**src/rtl/exception_unit.sv**
```systemverilog
// ---------------------------------------------------------------------------
// exception_unit
//
// Commit-stage exception and interrupt arbiter. Looks at the exception flags
// of the retiring instruction together with the pending-interrupt state held
// in CP0. It then produces:
//   - a one-cycle update for the CP0 register file (cause code, PC, delay-slot
//     flag, eret pulse)
//   - a pipeline flush window of FLUSH_CYCLES cycles
//   - a one-cycle fetch redirect, either to the handler vector or to EPC
// It also registers the hardware interrupt lines that feed CP0.
//
// Optional feature (macro EXC_BADVADDR_EN):
//   When defined, the ports o_badvaddr and o_badvaddr_we are added. They
//   report the faulting address for address-error exceptions (cause 4/5).
//
// Ports:
//   clk, resetn            clock, synchronous active-low reset
//   i_valid, i_pc          retiring instruction valid and its PC
//   i_in_delay_slot        retiring instruction sits in a branch delay slot
//   i_adel_if .. i_ades    exception flags of the retiring instruction
//   i_eret                 retiring instruction is eret
//   i_bad_vaddr            faulting data address (load/store address errors)
//   i_status/i_cause/i_epc CP0 Status, Cause and EPC
//   i_cp0_we/waddr/wdata   same-cycle mtc0 write (used for the EPC bypass)
//   i_hw_int, i_timer_int  external interrupt lines and CP0 timer interrupt
//   o_except_cause         cause code to CP0, 5'b11111 when there is no event
//   o_current_pc           PC of the excepting instruction, to CP0
//   o_is_in_delay_slot     delay-slot flag, to CP0
//   o_is_eret              eret pulse, to CP0
//   o_int                  registered interrupt lines, to CP0
//   o_flush                pipeline flush
//   o_redirect_valid/pc    fetch redirect pulse and its target
// ---------------------------------------------------------------------------
module exception_unit #(
  parameter logic [31:0] EXC_VECTOR   = 32'hBFC00380,
  parameter int unsigned FLUSH_CYCLES = 3
) (
  input  logic        clk,
  input  logic        resetn,
  input  logic        i_valid,
  input  logic [31:0] i_pc,
  input  logic        i_in_delay_slot,
  input  logic        i_adel_if,
  input  logic        i_ri,
  input  logic        i_ov,
  input  logic        i_syscall,
  input  logic        i_break,
  input  logic        i_adel_ld,
  input  logic        i_ades,
  input  logic        i_eret,
  input  logic [31:0] i_bad_vaddr,
  input  logic [31:0] i_status,
  input  logic [31:0] i_cause,
  input  logic [31:0] i_epc,
  input  logic        i_cp0_we,
  input  logic [4:0]  i_cp0_waddr,
  input  logic [31:0] i_cp0_wdata,
  input  logic [5:0]  i_hw_int,
  input  logic        i_timer_int,
  output logic [4:0]  o_except_cause,
  output logic [31:0] o_current_pc,
  output logic        o_is_in_delay_slot,
  output logic        o_is_eret,
  output logic [5:0]  o_int,
  output logic        o_flush,
  output logic        o_redirect_valid,
  output logic [31:0] o_redirect_pc
`ifdef EXC_BADVADDR_EN
  ,
  output logic [31:0] o_badvaddr,
  output logic        o_badvaddr_we
`endif
);

  localparam logic [4:0] CAUSE_NONE    = 5'b11111;
  localparam logic [4:0] CAUSE_INT     = 5'd0;
  localparam logic [4:0] CAUSE_ADEL    = 5'd4;
  localparam logic [4:0] CAUSE_ADES    = 5'd5;
  localparam logic [4:0] CAUSE_SYSCALL = 5'd8;
  localparam logic [4:0] CAUSE_BREAK   = 5'd9;
  localparam logic [4:0] CAUSE_RI      = 5'd10;
  localparam logic [4:0] CAUSE_OV      = 5'd12;
  localparam logic [4:0] EPC_ADDR      = 5'd14;

  // The counter is loaded with the number of flush cycles still to come
  // after the first one, so it reaches zero on the last flush cycle.
  localparam logic [3:0] FLUSH_LAST = 4'(FLUSH_CYCLES - 1);

  typedef enum logic [0:0] {
    ST_IDLE,
    ST_FLUSH
  } state_t;

  state_t      state;
  logic [3:0]  flush_cnt;

  logic        int_pending;
  logic        exc_hit;
  logic [4:0]  exc_code;
  logic        bad_from_pc;
  logic [31:0] eret_target;

  // Decode the retiring instruction. Interrupts win over every synchronous
  // exception. EXL (Status[1]) masks only interrupts, so a faulting
  // instruction is still reported while EXL is set. An eret that also
  // carries a fault is handled as that fault: the eret check only happens
  // when exc_hit is clear.
  always_comb begin
    int_pending = (|(i_cause[15:8] & i_status[15:8])) && i_status[0] && !i_status[1];
    exc_hit     = 1'b1;
    exc_code    = CAUSE_NONE;
    bad_from_pc = 1'b0;
    if (int_pending) begin
      exc_code = CAUSE_INT;
    end else if (i_adel_if) begin
      exc_code    = CAUSE_ADEL;
      bad_from_pc = 1'b1;
    end else if (i_ri) begin
      exc_code = CAUSE_RI;
    end else if (i_ov) begin
      exc_code = CAUSE_OV;
    end else if (i_syscall) begin
      exc_code = CAUSE_SYSCALL;
    end else if (i_break) begin
      exc_code = CAUSE_BREAK;
    end else if (i_adel_ld) begin
      exc_code = CAUSE_ADEL;
    end else if (i_ades) begin
      exc_code = CAUSE_ADES;
    end else begin
      exc_hit = 1'b0;
    end
  end

  // An mtc0 to EPC in the same cycle as the eret has not reached CP0 yet.
  // Forward its data so the return goes to the freshly written address.
  assign eret_target = (i_cp0_we && (i_cp0_waddr == EPC_ADDR)) ? i_cp0_wdata : i_epc;

  // The interrupt lines are sampled every cycle, whatever the FSM state.
  // The timer interrupt shares line 5 with the external line 5.
  always_ff @(posedge clk) begin
    if (!resetn) begin
      o_int <= 6'b0;
    end else begin
      o_int <= {i_hw_int[5] | i_timer_int, i_hw_int[4:0]};
    end
  end

  // Main FSM. All outputs are registered here.
  // Pulse outputs default back to their idle values every cycle, so any
  // event shows up for exactly one cycle. o_current_pc and the delay-slot
  // flag keep their last value for CP0. While the flush window is open,
  // every instruction input is ignored.
  always_ff @(posedge clk) begin
    if (!resetn) begin
      state              <= ST_IDLE;
      flush_cnt          <= 4'd0;
      o_except_cause     <= CAUSE_NONE;
      o_current_pc       <= 32'd0;
      o_is_in_delay_slot <= 1'b0;
      o_is_eret          <= 1'b0;
      o_flush            <= 1'b0;
      o_redirect_valid   <= 1'b0;
      o_redirect_pc      <= 32'd0;
`ifdef EXC_BADVADDR_EN
      o_badvaddr         <= 32'd0;
      o_badvaddr_we      <= 1'b0;
`endif
    end else begin
      o_except_cause   <= CAUSE_NONE;
      o_is_eret        <= 1'b0;
      o_redirect_valid <= 1'b0;
`ifdef EXC_BADVADDR_EN
      o_badvaddr_we    <= 1'b0;
`endif
      case (state)
        ST_IDLE: begin
          if (i_valid && exc_hit) begin
            o_except_cause     <= exc_code;
            o_current_pc       <= i_pc;
            o_is_in_delay_slot <= i_in_delay_slot;
            o_redirect_valid   <= 1'b1;
            o_redirect_pc      <= EXC_VECTOR;
            o_flush            <= 1'b1;
            flush_cnt          <= FLUSH_LAST;
            state              <= ST_FLUSH;
`ifdef EXC_BADVADDR_EN
            if (exc_code == CAUSE_ADEL || exc_code == CAUSE_ADES) begin
              o_badvaddr_we <= 1'b1;
              o_badvaddr    <= bad_from_pc ? i_pc : i_bad_vaddr;
            end
`endif
          end else if (i_valid && i_eret) begin
            o_is_eret        <= 1'b1;
            o_redirect_valid <= 1'b1;
            o_redirect_pc    <= eret_target;
            o_flush          <= 1'b1;
            flush_cnt        <= FLUSH_LAST;
            state            <= ST_FLUSH;
          end else begin
            o_flush <= 1'b0;
          end
        end
        ST_FLUSH: begin
          if (flush_cnt == 4'd0) begin
            o_flush <= 1'b0;
            state   <= ST_IDLE;
          end else begin
            flush_cnt <= flush_cnt - 4'd1;
          end
        end
        default: begin
          state   <= ST_IDLE;
          o_flush <= 1'b0;
        end
      endcase
    end
  end

  // Collect the input bits this block never looks at, so lint sees them used.
  logic unused_bits;
`ifdef EXC_BADVADDR_EN
  assign unused_bits = ^{i_status[31:16], i_status[7:2], i_cause[31:16], i_cause[7:0]};
`else
  assign unused_bits = ^{i_status[31:16], i_status[7:2], i_cause[31:16], i_cause[7:0],
                         i_bad_vaddr, bad_from_pc};
`endif

endmodule
```
**config.mk**
```make
export PLATFORM = sky130hd
export DESIGN_NAME = exception_unit
export DESIGN_NICKNAME = d
export VERILOG_FILES = /design/src/rtl/exception_unit.sv
export SDC_FILE = /design/constraint.sdc
export NUM_CORES = 1
export LEC_CHECK = 0
export BUFFER_PORTS_ARGS = -buffer_cell sky130_fd_sc_hd__buf_4
export CORE_AREA = 2 2 115 117
export CTS_CLUSTER_SIZE = 10
export DETAILED_ROUTE_END_ITERATION = 7
export DIE_AREA = 0 0 117 119
export HOLD_SLACK_MARGIN = 0.15
export MAX_ROUTING_LAYER = met4
export PLACE_DENSITY = 0.68
export SETUP_SLACK_MARGIN = 0.1
export SLEW_MARGIN = 10
export SYNTH_ARGS = -nofsm -noshare
export SYNTH_HDL_FRONTEND = slang
export SYNTH_SLANG_ARGS = --single-unit
```
**constraint.sdc**
```tcl
create_clock -name clk -period 3.9 [get_ports clk]
set_input_delay 0 -clock clk [delete_from_list [all_inputs] [get_ports clk]]
set_output_delay 0 -clock clk [all_outputs]
set_load 0.03 [all_outputs]
```
==> results.json <==
{
  "status": "completed",
  "rr_worst_depth": 6,
  "setup-tns-final_ps": 0,
  "syn_area_um2": 3310,
  "power_frac_clock_pct": 35.2,
  "cts_resized": 0,
  "maxCapViolCount": 0,
  "yosys_warnings": 0,
  "synth.avg_cell_area_um2": 9.72,
  "required_ps": 4120,
  "synth_seq_cells": 84,
  "hold_ws_ps": 231,
  "rsz0062_at_grt": "false",
  "synth_top_area_share_pct": 50.8,
  "postCtsSetupBuffers": 0,
  "vias_per_cell": 4.44,
  "drc": 0,
  "synth_area_leader_cell": "dfxtp_1",
  "hpwl_um": 7370,
  "clkTransAtPathRegs_ps": 60,
  "cts_tree": "built",
  "synth-edff-count": 0,
  "async_flop_share_pct": 0,
  "hold_path_class": "input port to flip-flop",
  "first_iter_violations": 154,
  "crit_slowest_cell": "dlygate4sd3_1",
  "rrSetupSlack_ps": 1370,
  "synth_cell_types": 40,
  "fin_skew_ps": 5.60,
  "crit_type": "input port to flip-flop",
  "finalHoldViolCount": 0,
  "nFillCells": 1127,
  "power_per_cell_area_nw_per_um2": 338,
  "fp.dieH_um": 119,
  "tightestPinTransition_ps": 1080,
  "clock_latency_ps": 330,
  "cts_buffers": 9,
  "cts_htree_levels": 3,
  "grt_pass1_wl_um": 18500,
  "place.gp.congestion": 0.717,
  "min-delay-start": "i_valid",
  "holdPathStages": 4,
  "antenna_found_initial": 0,
  "grt_usage_pct": 17.4,
  "vias": 3802,
  "r2r_start": "state$_SDFF_PN0_",
  "p_seq_share_pct": 41.8,
  "cts_sinks": 84,
  "syn-instance-count": 341,
  "max_freq_ghz": 0.390,
  "num_antenna_cells": 0,
  "hold_path_end": "state$_SDFF_PN0_",
  "path_max_fanout": 12,
  "clock_path_buffers": 2,
  "arrival_ps": 2780,
  "period_minus_slack_ps": 2560,
  "placed_area_um2": 5070,
  "leakage_nw": 2.89,
  "setup_viol": 0,
  "area_growth_pct": 98.5,
  "power_mw": 2.23,
  "synth_area_leaders": "dfxtp_1 (51%), nand2_1 (8.3%), mux2i_1 (6.0%)",
  "start_util_pct": 25.7,
  "start_kind": "input port",
  "routed_wirelength_um": 11900,
  "drive_above_1_share_pct": 37.9,
  "final_net_count": 893,
  "endpoint_kind": "flip-flop",
  "firstDrtPassIters": 4,
  "yosysSeqAreaShare_pct": 50.8,
  "io_buffers": 217,
  "core.rowCount": 42,
  "first_global_vias": 3997,
  "maxSlewHeadroom_pct": 27.6,
  "clock-root-buffer": "clkbuf_16",
  "synth_ff_type": "dfxtp_1",
  "p_sw_mw": 0.596,
  "internal-power_mw": 1.63,
  "core_um2": 12900,
  "swShare_pct": 26.8,
  "gr-total-overflow": 0,
  "ir_drop_uv": 181,
  "post_drt_wl_per_cell_um": 13.9,
  "ios": 296,
  "stdcell_area_um2": 6580,
  "fp.dieW_um": 117,
  "max_stage_delay_ps": 560,
  "ant_nets": 0,
  "syn-num-nets": 559,
  "fin_crit_sh_pct": 65.8,
  "r2r-end": "o_redirect_pc[28]$_SDFFE_PN0P_",
  "drv_slew": 0,
  "grt_start_max_net_pins": 39,
  "combPwrFrac_pct": 23.0,
  "cp_cell_sequence": "dlygate4sd3_1 > buf_4 > nor2_1 > nand3_1 > nor2_1 > nand3_1 > o221a_1 > dlygate4sd3_1",
  "die_area_um2": 13900
}
-- layout by cell type (no fill, tap or decap), drive strengths merged --
cell         instances
a21boi               1
a21oi               34
a221oi               1
a22o                 1
a22oi                2
a311o                1
a311oi               2
a31oi                3
and2                 6
buf                221
clkbuf              12
clkinv               2
clkinvlp             2
dfxtp               84
dlygate4sd3        123
ha                   1
inv                  9
mux2                12
mux2i               20
nand2               73
nand2b               2
nand3                3
nand3b               1
nand4                3
nand4b               1
nor2                12
nor2b                1
nor3                 3
o21a                 1
o21ai                5
o221a               12
o22ai                2
o2bb2ai             20
o31ai                2
o41a                 1
or3                  1
-- metrics by stage --
stage	cells	utilization [%]	setup slack, ps
detailed placement	717	39.4	1600
global route	856	51.1	1150
floorplan	341	-	2340
finish	856	51.1	1340
CTS	856	51.1	1370
global placement	717	39.4	1650
-- worst max path at each step --
stage,end,from,cells after the start
after floorplan,o_redirect_pc[24]$_SDFFE_PN0P_,state$_SDFF_PN0_,6
after global placement,o_redirect_pc[11]$_SDFFE_PN0P_,state$_SDFF_PN0_,5
after detailed placement,o_redirect_pc[18]$_SDFFE_PN0P_,state$_SDFF_PN0_,5
after CTS,o_redirect_pc[25]$_SDFFE_PN0P_,i_syscall,8
after global routing,o_redirect_pc[28]$_SDFFE_PN0P_,i_syscall,8
final,o_redirect_pc[28]$_SDFFE_PN0P_,i_syscall,8
-- flip-flops by register name, indices dropped and copies added (netlist names) --
name                cells
state                   1
flush_cnt               4
o_int                   6
o_current_pc           32
o_redirect_valid        1
o_flush                 1
o_except_cause          5
o_redirect_pc          32
o_is_in_delay_slot      1
o_is_eret               1
-- synth_stat cells (4+ instances only) --
master / n
o21ai_0: 5
clkbuf_1: 11
mux2_2: 12
dfxtp_1: 84
o221a_1: 8
o2bb2ai_1: 20
and2_1: 6
inv_1: 9
mux2i_1: 20
buf_6: 4
o221a_2: 4
nor2_1: 11
a21oi_1: 34
nand2_1: 73
-- routing by layer --
| metal | share of wire [%] | vias up | wire (um) | GRT usage (%) |
|---|---|---|---|---|
| li1 | - | 1875 | - | - |
| met1 | 39 | 1744 | 4640 | 18.2 |
| met2 | 52 | 162 | 6170 | 31.3 |
| met3 | 7.2 | 21 | 856 | 4.33 |
| met4 | 1.9 | 0 | 222 | 6.18 |
| met5 | 0 | - | 0 | - |
-- layout make-up --
class	instances	area [um2]	area share [%]
Clock inverter	4	25.0	0.380
Timing Repair Buffer	344	2890	43.9
Tap cell	176	220	3.35
Inverter	9	33.8	0.514
Sequential cell	84	1680	25.6
Clock buffer	12	246	3.75
Multi-Input combinational cell	227	1480	22.5
-- worst max-delay path: cells and delay by family --
kind	cells	cell delay, ps
AOI/OAI and AO/OA	1	390
buffers and inverters	3	1240
and+or+nand+nor	4	1140
-- cells by family after synthesis --
family	synth area share, %
adders and majority gates	0.378
DFF	50.8
buffers and inverters	4.72
and+or+nand+nor	13.6
AOI/OAI and AO/OA	20.5
muxes	10.1
-- power groups by stage --
stage / clock network [mW] / logic [mW] / registers [mW]
after floorplan: 0 / 0.127 / 1.03
after global placement: 0 / 0.399 / 0.945
after detailed placement: 0 / 0.408 / 0.947
after CTS: 0.812 / 0.508 / 0.929
after global routing: 0.847 / 0.549 / 0.934
final: 0.784 / 0.511 / 0.929
-- timing repair --
item                                    CTS  global route
hold buffers                            123             0
hold endpoints to repair                 81             0
endpoints found under the setup margin    0             0
No activity file was read; power rests on OpenSTA's default activity.
